--- config.mk ---
export PLATFORM = sky130hd
export DESIGN_NAME = qrisc32_mem_arb
export DESIGN_NICKNAME = d
export VERILOG_FILES = /design/src/rtl/qrisc32_mem_arb_pkg.sv /design/src/rtl/qrisc32_mem_arb_starve.sv /design/src/rtl/qrisc32_mem_arb.sv
export SDC_FILE = /design/constraint.sdc
export NUM_CORES = 1
export LEC_CHECK = 0
export ABC_AREA = 1
export CORE_AREA = 2 2 104 106
export CTS_CLUSTER_SIZE = 30
export DETAILED_ROUTE_END_ITERATION = 7
export DIE_AREA = 0 0 106 108
export DONT_BUFFER_PORTS = 1
export PLACE_DENSITY_LB_ADDON = 0.05
export SYNTH_ARGS = -nofsm -noshare
export SYNTH_HDL_FRONTEND = slang
export SYNTH_HIERARCHICAL = 1
export SYNTH_SLANG_ARGS = --single-unit
export TNS_END_PERCENT = 1
--- constraint.sdc ---
create_clock -name clk -period 3.1 [get_ports clk]
set_input_delay 0.465 -clock clk [delete_from_list [all_inputs] [get_ports clk]]
set_output_delay 0.465 -clock clk [all_outputs]
set_load 0.02 [all_outputs]
--- src/rtl/qrisc32_mem_arb_pkg.sv ---
`default_nettype none
// ============================================================================
// Module  : risc_pack
// Brief   : Shared types and constants for the qrisc32 memory arbiter.
// Revision: 1.0 - initial release
// ============================================================================
package risc_pack;

    typedef enum logic [1:0] {
        IDLE   = 2'd0,
        BUSY_I = 2'd1,
        BUSY_D = 2'd2
    } arb_state_t;

    localparam logic [31:0] ARB_ERR_RDATA = 32'h0;

endpackage
`default_nettype wire

--- src/rtl/qrisc32_mem_arb_starve.sv ---
`default_nettype none
// ============================================================================
// Module  : qrisc32_arb_starve
// Brief   : Saturating count of data grants made over a waiting fetch;
//           o_force_if hands the next grant to IF once the limit is hit.
// Revision: 1.0 - initial release
// ============================================================================
module qrisc32_arb_starve
    import risc_pack::*;
#(
    parameter int STARVE_MAX = 4
) (
    input  logic clk,
    input  logic areset,
    input  logic i_d_grant_contended,
    input  logic i_if_grant,
    output logic o_force_if
);

    logic [3:0] r_cnt;

    always_ff @(posedge clk) begin
        if (areset) begin
            r_cnt <= 4'd0;
        end else if (i_if_grant) begin
            r_cnt <= 4'd0;
        end else if (i_d_grant_contended && (r_cnt != 4'(STARVE_MAX))) begin
            r_cnt <= r_cnt + 4'd1;
        end
    end

    assign o_force_if = (r_cnt == 4'(STARVE_MAX));

endmodule
`default_nettype wire

--- src/rtl/qrisc32_mem_arb.sv ---
`default_nettype none
// ============================================================================
// Module  : qrisc32_mem_arb
// Brief   : Shares one single-port memory bus between instruction fetch and
//           the MEM stage. Optional bus watchdog: QRISC32_MEM_ARB_TIMEOUT_EN.
// Revision: 1.0 - initial release
// ============================================================================
module qrisc32_mem_arb
    import risc_pack::*;
#(
    parameter int STARVE_MAX = 4
`ifdef QRISC32_MEM_ARB_TIMEOUT_EN
    , parameter int TIMEOUT_CYCLES = 64
`endif
) (
    input  logic        clk,
    input  logic        areset,
    input  logic        if_req,
    input  logic [31:0] if_addr,
    output logic        if_ack,
    output logic [31:0] if_rdata,
    input  logic        dm_req,
    input  logic        dm_we,
    input  logic [31:0] dm_addr,
    input  logic [31:0] dm_wdata,
    output logic        dm_ack,
    output logic [31:0] dm_rdata,
    input  logic        flush,
    output logic        mem_req,
    output logic        mem_we,
    output logic [31:0] mem_addr,
    output logic [31:0] mem_wdata,
    input  logic [31:0] mem_rdata,
    input  logic        mem_ack,
    output logic        pipe_stall,
    output logic        bus_err
);

    arb_state_t r_state;
    logic       r_flush_pend;
    logic       w_force_if;
    logic       w_can_grant;
    logic       w_if_elig;
    logic       w_grant_d;
    logic       w_grant_i;
    logic       w_timeout;

    // The ack cycle is a turnaround: the acked requester still shows its old
    // request, so nothing is granted until the following cycle.
    assign w_can_grant = (r_state == IDLE) && !if_ack && !dm_ack;
    assign w_if_elig   = if_req && !flush;
    assign w_grant_d   = w_can_grant && dm_req && !(w_if_elig && w_force_if);
    assign w_grant_i   = w_can_grant && w_if_elig && !w_grant_d;

    qrisc32_arb_starve #(
        .STARVE_MAX (STARVE_MAX)
    ) u_starve (
        .clk                 (clk),
        .areset              (areset),
        .i_d_grant_contended (w_grant_d && if_req),
        .i_if_grant          (w_grant_i),
        .o_force_if          (w_force_if)
    );

`ifdef QRISC32_MEM_ARB_TIMEOUT_EN
    localparam int c_WD_W = $clog2(TIMEOUT_CYCLES + 1);
    logic [c_WD_W-1:0] r_wd_cnt;

    always_ff @(posedge clk) begin
        if (areset || (r_state == IDLE)) begin
            r_wd_cnt <= '0;
        end else begin
            r_wd_cnt <= r_wd_cnt + 1'b1;
        end
    end

    assign w_timeout = (r_state != IDLE) && !mem_ack &&
                       (r_wd_cnt == c_WD_W'(TIMEOUT_CYCLES - 1));
`else
    assign w_timeout = 1'b0;
`endif

    always_ff @(posedge clk) begin
        if (areset) begin
            r_state      <= IDLE;
            r_flush_pend <= 1'b0;
            mem_req      <= 1'b0;
            mem_we       <= 1'b0;
            mem_addr     <= 32'h0;
            mem_wdata    <= 32'h0;
            if_ack       <= 1'b0;
            if_rdata     <= 32'h0;
            dm_ack       <= 1'b0;
            dm_rdata     <= 32'h0;
            bus_err      <= 1'b0;
        end else begin
            if_ack  <= 1'b0;
            dm_ack  <= 1'b0;
            bus_err <= w_timeout;
            case (r_state)
                IDLE: begin
                    if (w_grant_d) begin
                        r_state   <= BUSY_D;
                        mem_req   <= 1'b1;
                        mem_we    <= dm_we;
                        mem_addr  <= dm_addr;
                        mem_wdata <= dm_we ? dm_wdata : 32'h0;
                    end else if (w_grant_i) begin
                        r_state   <= BUSY_I;
                        mem_req   <= 1'b1;
                        mem_we    <= 1'b0;
                        mem_addr  <= if_addr;
                        mem_wdata <= 32'h0;
                    end
                end
                BUSY_I: begin
                    if (mem_ack || w_timeout) begin
                        r_state      <= IDLE;
                        mem_req      <= 1'b0;
                        r_flush_pend <= 1'b0;
                        // A jump taken during the fetch makes its word stale.
                        if (!(r_flush_pend || flush)) begin
                            if_ack   <= 1'b1;
                            if_rdata <= mem_ack ? mem_rdata : ARB_ERR_RDATA;
                        end
                    end else if (flush) begin
                        r_flush_pend <= 1'b1;
                    end
                end
                BUSY_D: begin
                    if (mem_ack || w_timeout) begin
                        r_state  <= IDLE;
                        mem_req  <= 1'b0;
                        dm_ack   <= 1'b1;
                        dm_rdata <= mem_ack ? mem_rdata : ARB_ERR_RDATA;
                    end
                end
                default: begin
                    r_state <= IDLE;
                    mem_req <= 1'b0;
                end
            endcase
        end
    end

    assign pipe_stall = dm_req & ~dm_ack;

endmodule
`default_nettype wire

======== Word-level counts from Yosys, hierarchy flattened ========
Index checks and enable logic that the tools add are counted.
storage, ports and cells
  register bits ........................... 139
  input port bits ......................... 135
  output and inout bits ................... 134
  logic and storage cells ................. 71
operators by class
  add/sub/neg operators ................... 1
  equal/unequal tests ..................... 6
  mux-type cells .......................... 19
  bitwise operators ....................... 6
  reduce and logical (&&, ||, !) cells .... 28
operator list
  cell                                                              count
  32-bit two-way mux                                                5
  1-bit logical AND                                                 10
  1-bit two-way mux                                                 9
  2-bit AND reduction                                               4
  2-bit two-way mux                                                 3
  2-bit OR reduction                                                3
  1-bit zero test                                                   5
  1-bit NOT                                                         5
  4-bit by 1-bit adder with 4-bit output (second input constant)    1
  4-bit by 3-bit == test with 1-bit output (second input constant)  1
  4-bit by 3-bit != test with 1-bit output (second input constant)  1
  2-bit case mux with 2 select lines                                1
  2-bit nonzero test                                                2
  3-bit by 2-bit != test with 1-bit output (second input constant)  1
  3-bit AND reduction                                               1
  3-bit OR reduction                                                1
  2-bit by 1-bit == test with 1-bit output (second input constant)  1
  2-bit == test (second input constant)                             1
  2-bit zero test                                                   1
  2-bit by 1-bit != test with 1-bit output (second input constant)  1
  1-bit case mux with 2 select lines                                1
  1-bit bitwise AND                                                 1
  1-bit logical OR                                                  1

======== Logic depth before layout (Yosys ltp) ========
  depth in word-level cells ............... 10
  mapped depth ............................ 13
  depth with buffers taken out ............ 11

======== Cells and area by module ========
Netlist, hierarchy kept.
modules (own cells, without submodules)
  module              instances  cells each  area each (µm²)  seq. area each (µm²)
  qrisc32_mem_arb     1          715         5263.8           2702.6
  qrisc32_arb_starve  1          36          242.7            80.1

======== Least setup slack after synthesis ========
Ideal clock, no wire load.
  path kind ............................... reg-to-reg
  start point ............................. reg u_starve.r_cnt[0]
  end point ............................... reg u_starve.r_cnt[2]
  library setup time ...................... 0.066 ns
  arrival ................................. 1.763 ns
  setup slack ............................. 1.271 ns
  cell stages (with the launch flop) ...... 14
  cell sequence ........................... dfxtp_1 -> inv_1 -> ha_1 -> nand3_2 -> inv_1 -> nand3_1 -> nand3_4 -> buf_6 -> buf_2 -> nor2_1 -> nand2_2 -> inv_1 -> nand2_1 -> a21boi_2
on the way
  longest elaborated chain between the ends .. 7
ends and longest elaborated chain
  element                                     line                          RTL
  start, declared                             qrisc32_mem_arb_starve.sv:20  logic [3:0] r_cnt;
  start signal, assigned                      qrisc32_mem_arb_starve.sv:28  r_cnt <= r_cnt + 4'd1;
  4-bit by 3-bit == test with 1-bit output *  qrisc32_mem_arb_starve.sv:32  assign o_force_if = (r_cnt == 4'(STARVE_MAX));
  via w_force_if                              qrisc32_mem_arb.sv:41         logic w_force_if;
  1-bit logical AND *                         qrisc32_mem_arb.sv:52         assign w_grant_d = w_can_grant && dm_req && !(w_if_elig && w_force_if);
  1-bit zero test *                           qrisc32_mem_arb.sv:52
  1-bit logical AND *                         qrisc32_mem_arb.sv:52
  1-bit zero test                             qrisc32_mem_arb.sv:53         assign w_grant_i = w_can_grant && w_if_elig && !w_grant_d;
  1-bit logical AND                           qrisc32_mem_arb.sv:53
  2-bit OR reduction (no line)                -
The timed path passes the listed nets; every way through them passes the cells marked *.
A chain may end at the register's enable or synchronous reset.

======== Final worst setup path ========
  start point ............................. reg u_starve.r_cnt[0]
  end point ............................... reg mem_wdata[18]
on the way
  longest elaborated chain between the ends .. 8
ends and longest elaborated chain
  element                                     line                          RTL
  4-bit by 3-bit == test with 1-bit output *  qrisc32_mem_arb_starve.sv:32
  via w_force_if                              qrisc32_mem_arb.sv:41
  1-bit logical AND *                         qrisc32_mem_arb.sv:52
  1-bit zero test *                           qrisc32_mem_arb.sv:52
  1-bit logical AND *                         qrisc32_mem_arb.sv:52
  1-bit zero test                             qrisc32_mem_arb.sv:53
  1-bit logical AND                           qrisc32_mem_arb.sv:53
  2-bit nonzero test (no line)                -
  2-bit AND reduction (no line)               -
  end signal, assigned                        qrisc32_mem_arb.sv:107        mem_wdata <= dm_we ? dm_wdata : 32'h0;
  end, declared                               qrisc32_mem_arb.sv:32         output logic [31:0] mem_wdata,
Marked as above.

==> qor.yml <==
worst_hold_path:
  hp-class: "input pin to flip-flop"
cts:
  cts.repair_timing.setup_buffer_count: 0
  clock_sinks: 139
  cts_max_level: 4
  clock_path_buffers: 2
  clkLatencyLatePin_ns: 0.51
  cts-root-buf: "clkbuf_8"
  cts_tree: "built"
  clkTransAtPathRegs_ns: 0.06
  cts_buffers: 17
timing:
  hold_viol: 0
  timing.final.crit_share_pct: 80.3
  max-slew-margin-rel_pct: 19.5
  drv_slew: 0
  setup_slack_ns: 0.612
  layout_min_cycle_time_ns: 2.49
  setup_viol: 0
  fmax_mhz: 402
  skew_ns: 0.00839
  fin_tns_setup_ns: 0
  rsz0062_at_grt: "no"
  tightestPinTransition_ns: 1.20
detailed_routing:
  vias: 4620
  drc: 0
  detail_route.iter0.violations: 259
  avgRoutedWirePerCell_um: 15.4
  routed_wl_um: 13500
  avgViaCountPerCell: 5.26
  first_pass_iters: 6
  final_antenna_net_count: 0
placed_design:
  dpl_worst_slack_ns: 0.606
  place_hpwl_um: 9300
  globalplace.congestion: 0.815
  numPortBuffers: 0
  dpl_cell_area_um2: 5470
finish:
  design_area_um2: 6090
  antennaDiodeCount: 0
  fin_nets: 870
  layout-drive-gt1-share_pct: 8.75
  fillerInstances: 929
  final_cell_mix: "nor2_1, nand2_1, dfxtp_1"
  multi_input_area_um2: 2360
  fin_util_pct: 59.5
  syn_to_final_growth_pct: 10.6
  layout_commonest_cell: "nor2_1"
  ff_latch_area_um2: 2780
grt:
  grt_pass1_vias: 4338
  track_usage_pct: 23.3
  grt_overflow: 0
  antenna_found_initial: 0
  grt_first_pass_wirelength_um: 21200
  grt_max_degree: 55
die:
  die_area_um2: 11400
  start_util_pct: 53.8
  ios: 269
  die_y_um: 108
  design.core.area_um2: 10200
  num_rows: 37
  die_w_um: 106
power_and_ir_drop:
  power.density_nw_per_um2: 922
  ir_worst_vdd_mv: 0.424
  p_leak_nw: 2.47
outcome:
  status: "complete, no violations"
critical_path:
  critPathMaxFanout: 40
  end_kind: "flip-flop"
  crit_arrival_ns: 2.92
  crit_path_start_kind: "flip-flop"
  crit_required_ns: 3.53
  setup.worst_path.class: "flip-flop to flip-flop"
yosys:
  synth_area_um2: 5510
  syn_area_per_cell_um2: 7.33
  ys_ff_latch: 139
  ys_types: 25
  seq_area_frac_synth_pct: 50.5
  netlist_instances: 751
  syn_nets: 891
  ys_warn_count: 6
job:
  cap_violations: 0
==> power breakdown <==
group | internal [mW] | switching, mW | total, mW
Sequential | 2.06 | 0.516 | 2.58
Clock | 1.30 | 0.736 | 2.04
Combinational | 0.330 | 0.669 | 0.999
==> cell families after synthesis <==
| family | after synthesis | synth area share [%] |
|---|---|---|
| flops | 139 | 50.5 |
| fa+ha+maj | 5 | 1.14 |
| other cells | 1 | 0.0681 |
| compound gates | 136 | 12.5 |
| buf+inv | 72 | 6.68 |
| simple gates | 398 | 29.1 |
==> synth_stat cells <==
| cell type | number | share of area [%] |
|---|---|---|
| nor3_1 | 1 | 0.091 |
| nand4_1 | 3 | 0.34 |
| nor2_2 | 18 | 2.0 |
| inv_1 | 21 | 1.4 |
| buf_2 | 11 | 1.0 |
| buf_6 | 8 | 1.6 |
| conb_1 | 1 | 0.068 |
| buf_4 | 5 | 0.68 |
| dfxtp_1 | 139 | 51 |
| a21boi_2 | 1 | 0.20 |
| a21oi_1 | 37 | 3.4 |
| ha_1 | 5 | 1.1 |
| nand2_4 | 1 | 0.20 |
| nand2_2 | 1 | 0.11 |
| clkbuf_1 | 22 | 1.5 |
| buf_1 | 1 | 0.068 |
| nor2_1 | 187 | 13 |
| nand3_4 | 1 | 0.32 |
| nand3_2 | 2 | 0.36 |
| nor2_4 | 2 | 0.41 |
| inv_2 | 3 | 0.20 |
| nand2_1 | 179 | 12 |
| clkinv_4 | 1 | 0.16 |
| o21ai_0 | 98 | 8.9 |
| nand3_1 | 3 | 0.27 |
==> critical path: stages (launching register included) <==
cell and delay [ns]:
dfxtp_1 0.32, inv_1 0.10, ha_1 0.17, nand3_2 0.11
inv_1 0.07, nand3_1 0.11, nand3_4 0.26, nand2_4 0.27
inv_2 0.48, buf_12 0.26, nand2_1 0.08, a21oi_1 0.14
==> state kept, by name (all words and copies together), names as in the netlist, 2 cells and up <==
name / flops
dm_rdata: 32
r_state: 2
if_rdata: 32
mem_addr: 32
mem_wdata: 32
u_starve/r_cnt: 4
==> stage by stage <==
stage | power, mW | hold WS, ns | instances
final | 5.62 | 0.0301 | 879
after global routing | 5.93 | 0.00372 | 879
after CTS | 5.67 | 0.00366 | 879
after detailed placement | 3.61 | 0.468 | 845
after global placement | 3.58 | 0.466 | 845
after floorplan | 3.45 | 0.456 | 751
==> worst paths after layout <==
check,start,to,slack [ns],cells after the start
setup / recovery,u_starve/r_cnt[0]$_SDFFE_PP0P_,mem_wdata[18]$_SDFFE_PP0P_,0.61,11
hold / removal,areset,r_flush_pend$_SDFFE_PP0P_,0.03,1
setup reg to reg,u_starve/r_cnt[0]$_SDFFE_PP0P_,mem_wdata[18]$_SDFFE_PP0P_,0.61,11
hold reg to reg,r_state[1]$_SDFFE_PP0P_,r_state[1]$_SDFFE_PP0P_,0.48,2
==> per-layer routing <==
metal	share of wire, %	up-vias	GRT usage, %
met4	3.1	0	13.1
li1	-	2313	-
met5	0	-	0
met2	47	219	37.3
met1	39	2053	26.6
met3	11	35	9.52
==> final cells by class <==
cell class              count  share of cell area [%]
inverters                  25                    1.62
well taps                 136                    2.79
multi-input cells         540                    38.7
repair buffers              7                    1.36
flip-flops and latches    139                    45.7
clock inverters            12                    2.84
clock buffers              20                    6.99
==> what timing repair did <==
| item | 4_1_cts | 5_1_grt |
|---|---|---|
| resized for setup | 0 | 0 |
| hold endpoints to repair | 33 | 0 |
| hold buffers | 2 | 0 |
Note: power is estimated with default switching activity, not from simulation.
